## config.mk

```make
export PLATFORM = sky130hd
export DESIGN_NAME = nibble_pair_demux
export DESIGN_NICKNAME = d
export VERILOG_FILES = /design/src/rtl/nibble_pair_demux.sv
export SDC_FILE = /design/constraint.sdc
export NUM_CORES = 1
export LEC_CHECK = 0
export ABC_AREA = 1
export BUFFER_PORTS_ARGS = -buffer_cell sky130_fd_sc_hd__buf_2
export CORE_AREA = 2 2 39 41
export DETAILED_ROUTE_END_ITERATION = 12
export DIE_AREA = 0 0 41 43
export PLACE_DENSITY = 0.67
export SLEW_MARGIN = 20
export SYNTH_ARGS = -nofsm -noshare
export SYNTH_HDL_FRONTEND = slang
export SYNTH_SLANG_ARGS = --single-unit
```

## constraint.sdc

```tcl
create_clock -name clk -period 2.35 [get_ports clk]
set_input_delay 0.47 -clock clk [delete_from_list [all_inputs] [get_ports clk]]
set_output_delay 0.47 -clock clk [all_outputs]
set_load 0.03 [all_outputs]
```

## src/rtl/nibble_pair_demux.sv

```systemverilog
// -----------------------------------------------------------------------------
// nibble_pair_demux
//
// Receiving end of the time-multiplexed nibble bus. Lane-A and lane-B values
// arrive alternately on one W-bit bus, tagged by in_sel. They are captured
// into separate holding registers and, once both lanes are present, offered
// downstream as one pair under a valid/ready handshake. Backpressure reaches
// the bus source through in_ready.
//
// Parameters
//   W          data width of the bus and of each lane register (default 4)
//
// Ports
//   clk        in   rising-edge clock
//   rst_n      in   synchronous reset, active low
//   in_valid   in   bus source presents a nibble
//   in_sel     in   lane tag: 0 = lane A, 1 = lane B
//   in_data    in   nibble on the bus
//   in_ready   out  block accepts a nibble this cycle
//   out_valid  out  out_a/out_b hold a complete pair
//   out_ready  in   consumer accepts the pair
//   out_a      out  captured lane-A value
//   out_b      out  captured lane-B value
//   err        out  sticky lane-overwrite flag
//
// Build option
//   NIBBLE_PAIR_ORDER_CHECK_EN  when defined, err sets on any push that
//   overwrites a lane already held while waiting for the other lane, and
//   stays set until rst_n is asserted. When undefined, err is tied low.
// -----------------------------------------------------------------------------
module nibble_pair_demux #(
    parameter int W = 4
) (
    input  logic         clk,
    input  logic         rst_n,
    input  logic         in_valid,
    input  logic         in_sel,
    input  logic [W-1:0] in_data,
    output logic         in_ready,
    output logic         out_valid,
    input  logic         out_ready,
    output logic [W-1:0] out_a,
    output logic [W-1:0] out_b,
    output logic         err
);

    typedef enum logic [1:0] {
        EMPTY  = 2'b00,
        HAVE_A = 2'b01,
        HAVE_B = 2'b10,
        FULL   = 2'b11
    } state_t;

    state_t         state_r;
    state_t         state_s;
    logic [W-1:0]   a_r;
    logic [W-1:0]   b_r;
    logic           push_s;
    logic           pop_s;
    logic           load_a_s;
    logic           load_b_s;

    // Handshake decode: in_ready only depends on out_ready combinationally,
    // so a pair can drain and a new nibble land in the same cycle.
    assign in_ready  = (state_r != FULL) | out_ready;
    assign out_valid = (state_r == FULL);
    assign push_s    = in_valid & in_ready;
    assign pop_s     = out_valid & out_ready;
    assign out_a     = a_r;
    assign out_b     = b_r;

    // Next-state and lane-load decode.
    always_comb begin
        state_s  = state_r;
        load_a_s = 1'b0;
        load_b_s = 1'b0;
        case (state_r)
            EMPTY: begin
                if (push_s) begin
                    if (in_sel) begin
                        load_b_s = 1'b1;
                        state_s  = HAVE_B;
                    end else begin
                        load_a_s = 1'b1;
                        state_s  = HAVE_A;
                    end
                end else begin
                    state_s = EMPTY;
                end
            end
            HAVE_A: begin
                if (push_s) begin
                    if (in_sel) begin
                        load_b_s = 1'b1;
                        state_s  = FULL;
                    end else begin
                        // Same lane again: latest value wins.
                        load_a_s = 1'b1;
                        state_s  = HAVE_A;
                    end
                end else begin
                    state_s = HAVE_A;
                end
            end
            HAVE_B: begin
                if (push_s) begin
                    if (in_sel) begin
                        load_b_s = 1'b1;
                        state_s  = HAVE_B;
                    end else begin
                        load_a_s = 1'b1;
                        state_s  = FULL;
                    end
                end else begin
                    state_s = HAVE_B;
                end
            end
            FULL: begin
                if (pop_s) begin
                    // Pop and push overlap: the new nibble starts the next pair.
                    if (push_s) begin
                        if (in_sel) begin
                            load_b_s = 1'b1;
                            state_s  = HAVE_B;
                        end else begin
                            load_a_s = 1'b1;
                            state_s  = HAVE_A;
                        end
                    end else begin
                        state_s = EMPTY;
                    end
                end else begin
                    state_s = FULL;
                end
            end
            default: begin
                state_s = EMPTY;
            end
        endcase
    end

    // State register with synchronous active-low reset.
    always_ff @(posedge clk) begin
        if (!rst_n) begin
            state_r <= EMPTY;
        end else begin
            state_r <= state_s;
        end
    end

    // Lane holding registers; each written only on a push to its own lane,
    // otherwise holding a possibly stale value that out_valid qualifies.
    always_ff @(posedge clk) begin
        if (!rst_n) begin
            a_r <= {W{1'b0}};
            b_r <= {W{1'b0}};
        end else begin
            if (load_a_s) begin
                a_r <= in_data;
            end else begin
                a_r <= a_r;
            end
            if (load_b_s) begin
                b_r <= in_data;
            end else begin
                b_r <= b_r;
            end
        end
    end

`ifdef NIBBLE_PAIR_ORDER_CHECK_EN
    logic err_r;
    logic overwrite_s;

    // A push to the lane already held while waiting for the other lane.
    assign overwrite_s = push_s &
                         (((state_r == HAVE_A) & ~in_sel) |
                          ((state_r == HAVE_B) &  in_sel));

    // Sticky overwrite flag, cleared only by reset.
    always_ff @(posedge clk) begin
        if (!rst_n) begin
            err_r <= 1'b0;
        end else if (overwrite_s) begin
            err_r <= 1'b1;
        end else begin
            err_r <= err_r;
        end
    end

    assign err = err_r;
`else
    assign err = 1'b0;
`endif

endmodule

```

## Yosys cells after proc, flatten, opt, wreduce, memory -nomap -nowiden

Index checks and enable logic that the tools add are counted.

- $lt $le $gt $ge: 0
- Shift-type cells: 0
- Multiply operators: 0
- Bitwise operators: 3
- Reductions and logical operators: 2
- Add/subtract/negate cells: 0
- Div/mod/pow operators: 0
- Equality and inequality tests: 4
- Muxes and demuxes: 16

Operators by type and width:

| operator | number |
|---|---|
| $mux W2 | 6 |
| $pmux W2 S4 | 1 |
| $mux W1 | 7 |
| $eq A2 B2 Y1 const B | 2 |
| $pmux W1 S2 | 2 |
| $reduce_or A3 Y1 | 1 |
| $and A1 B1 Y1 | 2 |
| $eq A2 B1 Y1 const B | 1 |
| $logic_not A2 Y1 | 1 |
| $ne A2 B2 Y1 const B | 1 |
| $or A1 B1 Y1 | 1 |

- Bits in latches: 0
- Memories kept: 0
- Output and inout bits: 11
- Flip-flop bits (word level): 10
- Memory bits (read-only): 0
- Memory bits (writable): 0

## Depth between registers and ports, before layout

Gate-level depths: netlist (run 1).

- Depth in word-level cells: 6
- Mapped depth: 7
- Depth with buffers taken out: 6

## Worst setup path before layout (run 1)

Ideal clock, no wire load.

- Kind: input port to output port
- Start point: in out_ready
- End point: out in_ready
- Data required time: 1.880 ns
- Arrival: 0.737 ns
- Cell stages on the path: 3
- Slack: 1.143 ns
- Path buffers: 1
- Cells stage by stage: inv_1 nand3_2 buf_6

- Cells in the longest elaborated chain, start to end: 1

Ends and longest elaborated chain:

| what | line | RTL |
|---|---|---|
| start: declaration | 41 | `input logic out_ready,` |
| $or A1 B1 Y1 | 65 | `assign in_ready = (state_r != FULL) \| out_ready;` |
| end: declaration | 39 | `output logic in_ready,` |

No other way between the ends.

## Worst setup path after layout (run 1)

- Start point: reg state_r[1]
- End point: out in_ready

- Cells in the longest elaborated chain, start to end: 2

Ends and longest elaborated chain:

| what | line | RTL |
|---|---|---|
| start: declaration | 54 | `state_t state_r;` |
| start signal: assignment | 147 | `state_r <= state_s;` |
| $ne A2 B2 Y1 | 65 |  |
| $or A1 B1 Y1 | 65 |  |

No other way between the ends.

==> metrics, run 1 <==
status completed; clock latency on the worst-skew pair ~0.25 ns; final instance area 628 sq um; post-synthesis mux area share 0%; Worst path max stage delay 0.38 ns; register area share after synthesis between 30% and 40%; gpl congestion ~0.68; Post-DRT Antenna Nets 0; area grow syn2layout 19.5%; diode count 0; max-cap violation count 0; synthesized flop and latch total 10; Synth area leader dfxtp_1; Synth cell types 13; Leakage 0.381 nW; vias per inst roughly 4.4; number of flops mapped to enable cells by yosys 0; Fin. Hold Viols 0; clk slew on worst S/H paths ~0.060 ns; largest net degree at the start of global routing 12; crit path cell chain nand3_2, buf_2; count of hold-fix buffers inserted at cts 0; fillers approximately 160; Cells after DPL around 110; Tightest Hold Check Type flip-flop to flip-flop; crit path buf inv count 1; Die X just over 40 um; die area approximately 1800 sq um; critical path class flip-flop to output port; minimum clock period 1.60 ns; htree depth 1; Crit Path Max Fanout 11; setup violators final 0; final layout net count roughly 110; First-pass DRT Iterations 2; Synth top area share between 30% and 40%; Syn Area/Cell ~6.5 sq um; crit start category flip-flop; Num Clock Sinks 10; register-to-register setup slack ~1.2 ns; most common cell in the netlist inv_1; f_max about 630 MHz; final WL around 900 um; Setup WS post-layout 0.754 ns; family with the most delay on the worst path flip-flops; CP endpoint kind output port; Slowest-stage cell, CP dfxtp_1; initial antenna violation count 0; clk_skew around 0.0029 ns; floorplan row count 14; DIE HEIGHT approximately 43 um; share of cells above drive strength 1 around a quarter; final std cells w/o fill ~110; setup TNS 0 ns; WL per Instance 7.85 um; Post-synth ARST share 0%; Initial DRC Count 3; placed wire-length estimate about 700 um; Arr. time, crit path approximately 1.1 ns; Pwr Density ~600 nW/um^2; Cell Area, Placed about 610 sq um; DP Worst Slack around 0.8 ns; Post-route DRC 0; synthesized net count 90; total clock buffers created by CTS 3; Synth Area in Compound Gates 1.90%; Longest Clk Path Bufs 2; main combinational cell family by area after synthesis simple AND/OR/NAND/NOR gates; Tcrit/Tclk final between 60% and 70%; Post-Syn Area roughly 530 sq um; Synth Area in XOR/XNOR 0%; Area contributors post-synth dfxtp_1 (38%), inv_1 (17%), nand2_1 (15%); Synth Warn # 0; vias 496; Post-CTS Setup Bufs 0; Synth Area in Adders 0%; CTS tree done; Final Max Tran Viols 0; Ports 20; post-CTS resize count 0; fin util a little under half; top_reg_cell synth dfxtp_1; Overall Global Routing Usage between 10% and 20%; Initial Util roughly 38%; CTS root buf clkbuf_4; vias in the first global route approximately 430; Post-synth top cells inv_1 (24), nand2_1 (21), dfxtp_1 (10); IO buf count 18; Required @ worst endpoint about 1.9 ns; GRT overflow 0; Peak VDD IR between 0.0003 and 0.0004 V; Syn Inst Count between 80 and 90; RSZ-0062 raised after global routing false; core area 1380 sq um; simple-gate area share of the yosys netlist 36.4%; first-pass GRT wire length 1540 um
[logic make-up after synthesis]
family / count (synthesis)
other: 1
AO/OA/AOI/OAI: 2
flip-flops: 10
AND/OR/NAND/NOR: 40
buffers and inverters: 28
[per-layer routing]
layer  vias up  GRT usage (%)  routed length (um)
met5         -              0                   0
met4         0           10.0                  19
met3         4           3.66                  68
met2        17           18.1                 390
met1       204           15.3                 416
li1        271              -                   -
[placed cells by master, fill, tap and decap left out]
| master | instances |
|---|---|
| inv_1 | 24 |
| nand2_1 | 21 |
| buf_2 | 18 |
| dfxtp_1 | 10 |
| nand4_1 | 8 |
| nor2_1 | 8 |
| clkbuf_4 | 3 |
| a21oi_1 | 2 |
| nand3_2 | 1 |
| nand3_4 | 1 |
| nand3_1 | 1 |
| conb_1 | 1 |
[layout make-up]
class	count	area, sq um	share of cell area (%)
inverter	24	90.1	14.3
timing repair buffer	18	90.1	14.3
multi-input combinational	43	205	32.7
clock buffer	3	22.5	3.59
sequential	10	200	31.9
tap	16	20.0	3.19
[report_power, final]
group          switching [mW]  internal [mW]  leakage (nW)
clock                  0.0488         0.0586        0.0138
sequential            0.00651          0.181        0.0826
combinational          0.0546         0.0266         0.285
[registers in the layout, indices dropped and copies added, names as in the netlist]
name and cells:
out_a 4, out_b 4, state_r 2
[stage by stage]
stage	hold WS (ns)	power (mW)
after global placement	0.491	0.272
after detailed placement	0.497	0.274
after CTS	0.504	0.382
final	0.504	0.377
after global routing	0.525	0.400
after floorplan	0.478	0.253
[path summary, 6_finish.rpt]
| check | cells past startpoint | to | start |
|---|---|---|---|
| worst max-delay path | 2 | in_ready | state_r[1] |
| worst min register to register | 2 | state_r[0] | state_r[0] |
| worst min-delay path | 2 | state_r[0] | state_r[0] |
| worst max register to register | 5 | out_b[2] | state_r[1] |
[worst min-delay path, delay by kind of cell (launching register included)]
kind | cells | cell delay [ns]
AOI/OAI and AO/OA | 1 | 0.05
DFF | 1 | 0.33
and+or+nand+nor | 1 | 0.07
Power figures use the tool's default switching activity.
==> inputs of run 2 (changes only) <==
PLACE_DENSITY = 0.69   (was 0.67)
clock period = 1.4 ns   (was 2.35 ns; I/O delays follow)
==> metrics, run 2 (synthesized netlist as in run 1, its figures left out) <==
family with the most delay on the worst path flip-flops; initial antenna violation count 0 (unchanged); gpl congestion 0.680 (+0.50%); Required @ worst endpoint 1.12 ns (-0.76 ns); Initial DRC Count 6 (+3); WL per Instance 8.56 um (+9.0%); placed wire-length estimate 779 um (+11%); CTS tree done; minimum clock period between 1 and 1.5 ns; clk_skew 0.00803 ns (+0.00511 ns); Final Max Tran Viols 0 (unchanged); CTS root buf clkbuf_4; core area 1380 sq um (unchanged); vias 498 (+0.40%); Overall Global Routing Usage 14.2% (+1.4 points); share of cells above drive strength 1 26.3% (+2.8 points); first-pass GRT wire length 1690 um (+9.9%); Arr. time, crit path 1.02 ns (-0.11 ns); Initial Util 38.0% (unchanged); vias in the first global route 456 (+6.5%); Slowest-stage cell, CP dfxtp_2; status completed; die area 1760 sq um (unchanged); IO buf count 18 (unchanged); most frequent cells in the layout inv_1 (24), nand2_1 (21), buf_2 (18); clock latency on the worst-skew pair 0.26 ns (about the same); Post-DRT Antenna Nets 0 (unchanged); GRT overflow 0 (unchanged); Tcrit/Tclk final ~93%; Setup WS post-layout 0.0996 ns (-0.654 ns); htree depth 1 (unchanged); vias per inst 4.33 (-0.47%); final WL 984 um (+9.9%); Longest Clk Path Bufs 2 (unchanged); RR Startpoint state_r[0]; CP endpoint kind output port; Tot Pwr 0.712 mW (+89%); Ports 20 (unchanged); register-to-register setup slack 0.39 ns (-0.84 ns); Die X 41 um (unchanged); commonest non-fill, non-tap cell in the layout inv_1; diode count 0 (unchanged); floorplan row count 14 (unchanged); WHS Endpoint state_r[1]; crit start category flip-flop; Post-route DRC 0 (unchanged); area grow syn2layout 24.0%; Worst path max stage delay 0.38 ns (about the same); final std cells w/o fill 115 (+0.88%); Pwr Density 1090 nW/um^2 (+82%); Tightest Hold Check Type primary input to flip-flop; First-pass DRT Iterations 2 (unchanged); WHS Path Cells 4 (+2); crit path cell chain nand3_4, buf_2; Crit Path Max Fanout 11 (unchanged); RR Endpoint out_b[2]; setup violators final 0 (unchanged); Worst R2R Path Depth 5 (unchanged); DP Worst Slack 0.203 ns (-0.585 ns); RSZ-0062 raised after global routing false; max-cap violation count 0 (unchanged); total clock buffers created by CTS 3 (unchanged); DIE HEIGHT 43 um (unchanged); hold path startpoint out_ready; fillers 153 (-5.0%); Cells after DPL 111 (unchanged); Num Clock Sinks 10 (unchanged); Fin. Hold Viols 0 (unchanged); Peak VDD IR 0.000479 V (+52%); Leakage 0.389 nW (+2.1%); critical path class flip-flop to output port; clk slew on worst S/H paths 0.07 ns (about the same); largest net degree at the start of global routing 12 (unchanged); final layout net count 109 (unchanged); f_max 769 MHz; crit path buf inv count 1 (unchanged); setup TNS 0 ns (unchanged); count of hold-fix buffers inserted at cts 0 (unchanged)
-- run 2: cell count changes in the layout (fill, tap and decap cells not counted) --
cell / previous run / this run
clkbuf_8: 0 / 1
dfxtp_1: 10 / 8
dfxtp_2: 0 / 2
nand3_2: 1 / 0
nand3_4: 1 / 2
-- run 2: worst max-delay path by stage --
stage,start,endpoint,slack [ns],depth (start not counted)
final,state_r[0],in_ready,0.1,2
after floorplan,state_r[1],out_a[0],0.49,6
after global placement,out_ready,in_ready,0.24,4
after detailed placement,out_ready,in_ready,0.20,4
after global routing,state_r[0],in_ready,0.03,2
after CTS,state_r[0],in_ready,0.02,2
-- run 2: what timing repair did --
item                                    4_1_cts  5_1_grt
gates cloned                                  0        0
setup buffers                                 0        0
endpoints found under the setup margin        1        1
gates resized for setup                       1        2
-- run 2: tightest hold or removal path: stages --
cell and delay [ns]:
buf_2 0.10, nand2_1 0.05, nand2_1 0.05, a21oi_1 0.05
-- run 2: stage by stage --
stage,cell area (sq um),hold WS (ns),util [%]
after floorplan,526,0.459,-
after global placement,606,0.493,43.8
after detailed placement,606,0.500,43.8
after CTS,649,0.307,46.9
after global routing,652,0.311,47.1
final,652,0.300,47.1
-- run 2: final cells by class --
class                   count  area (sq um)  area share [%]
well taps                  16          20.0            3.07
multi-input cells          43           213            32.6
repair buffers             18          90.1            13.8
clock buffers               4          36.3            5.57
flip-flops and latches     10           203            31.1
inverters                  24          90.1            13.8
-- run 2: routing by layer --
metal	part of all wire [%]	global-route usage, %
met1	45	16.9
met5	0	0
met2	49	20.3
met3	5.3	4.71
met4	1.2	10.0
-- run 2: report_power, final --
part           total, mW  internal (mW)  switching, mW  leakage [nW]
clock              0.257          0.158         0.0992        0.0210
sequential         0.317          0.305         0.0122        0.0833
combinational      0.138         0.0450         0.0932         0.285
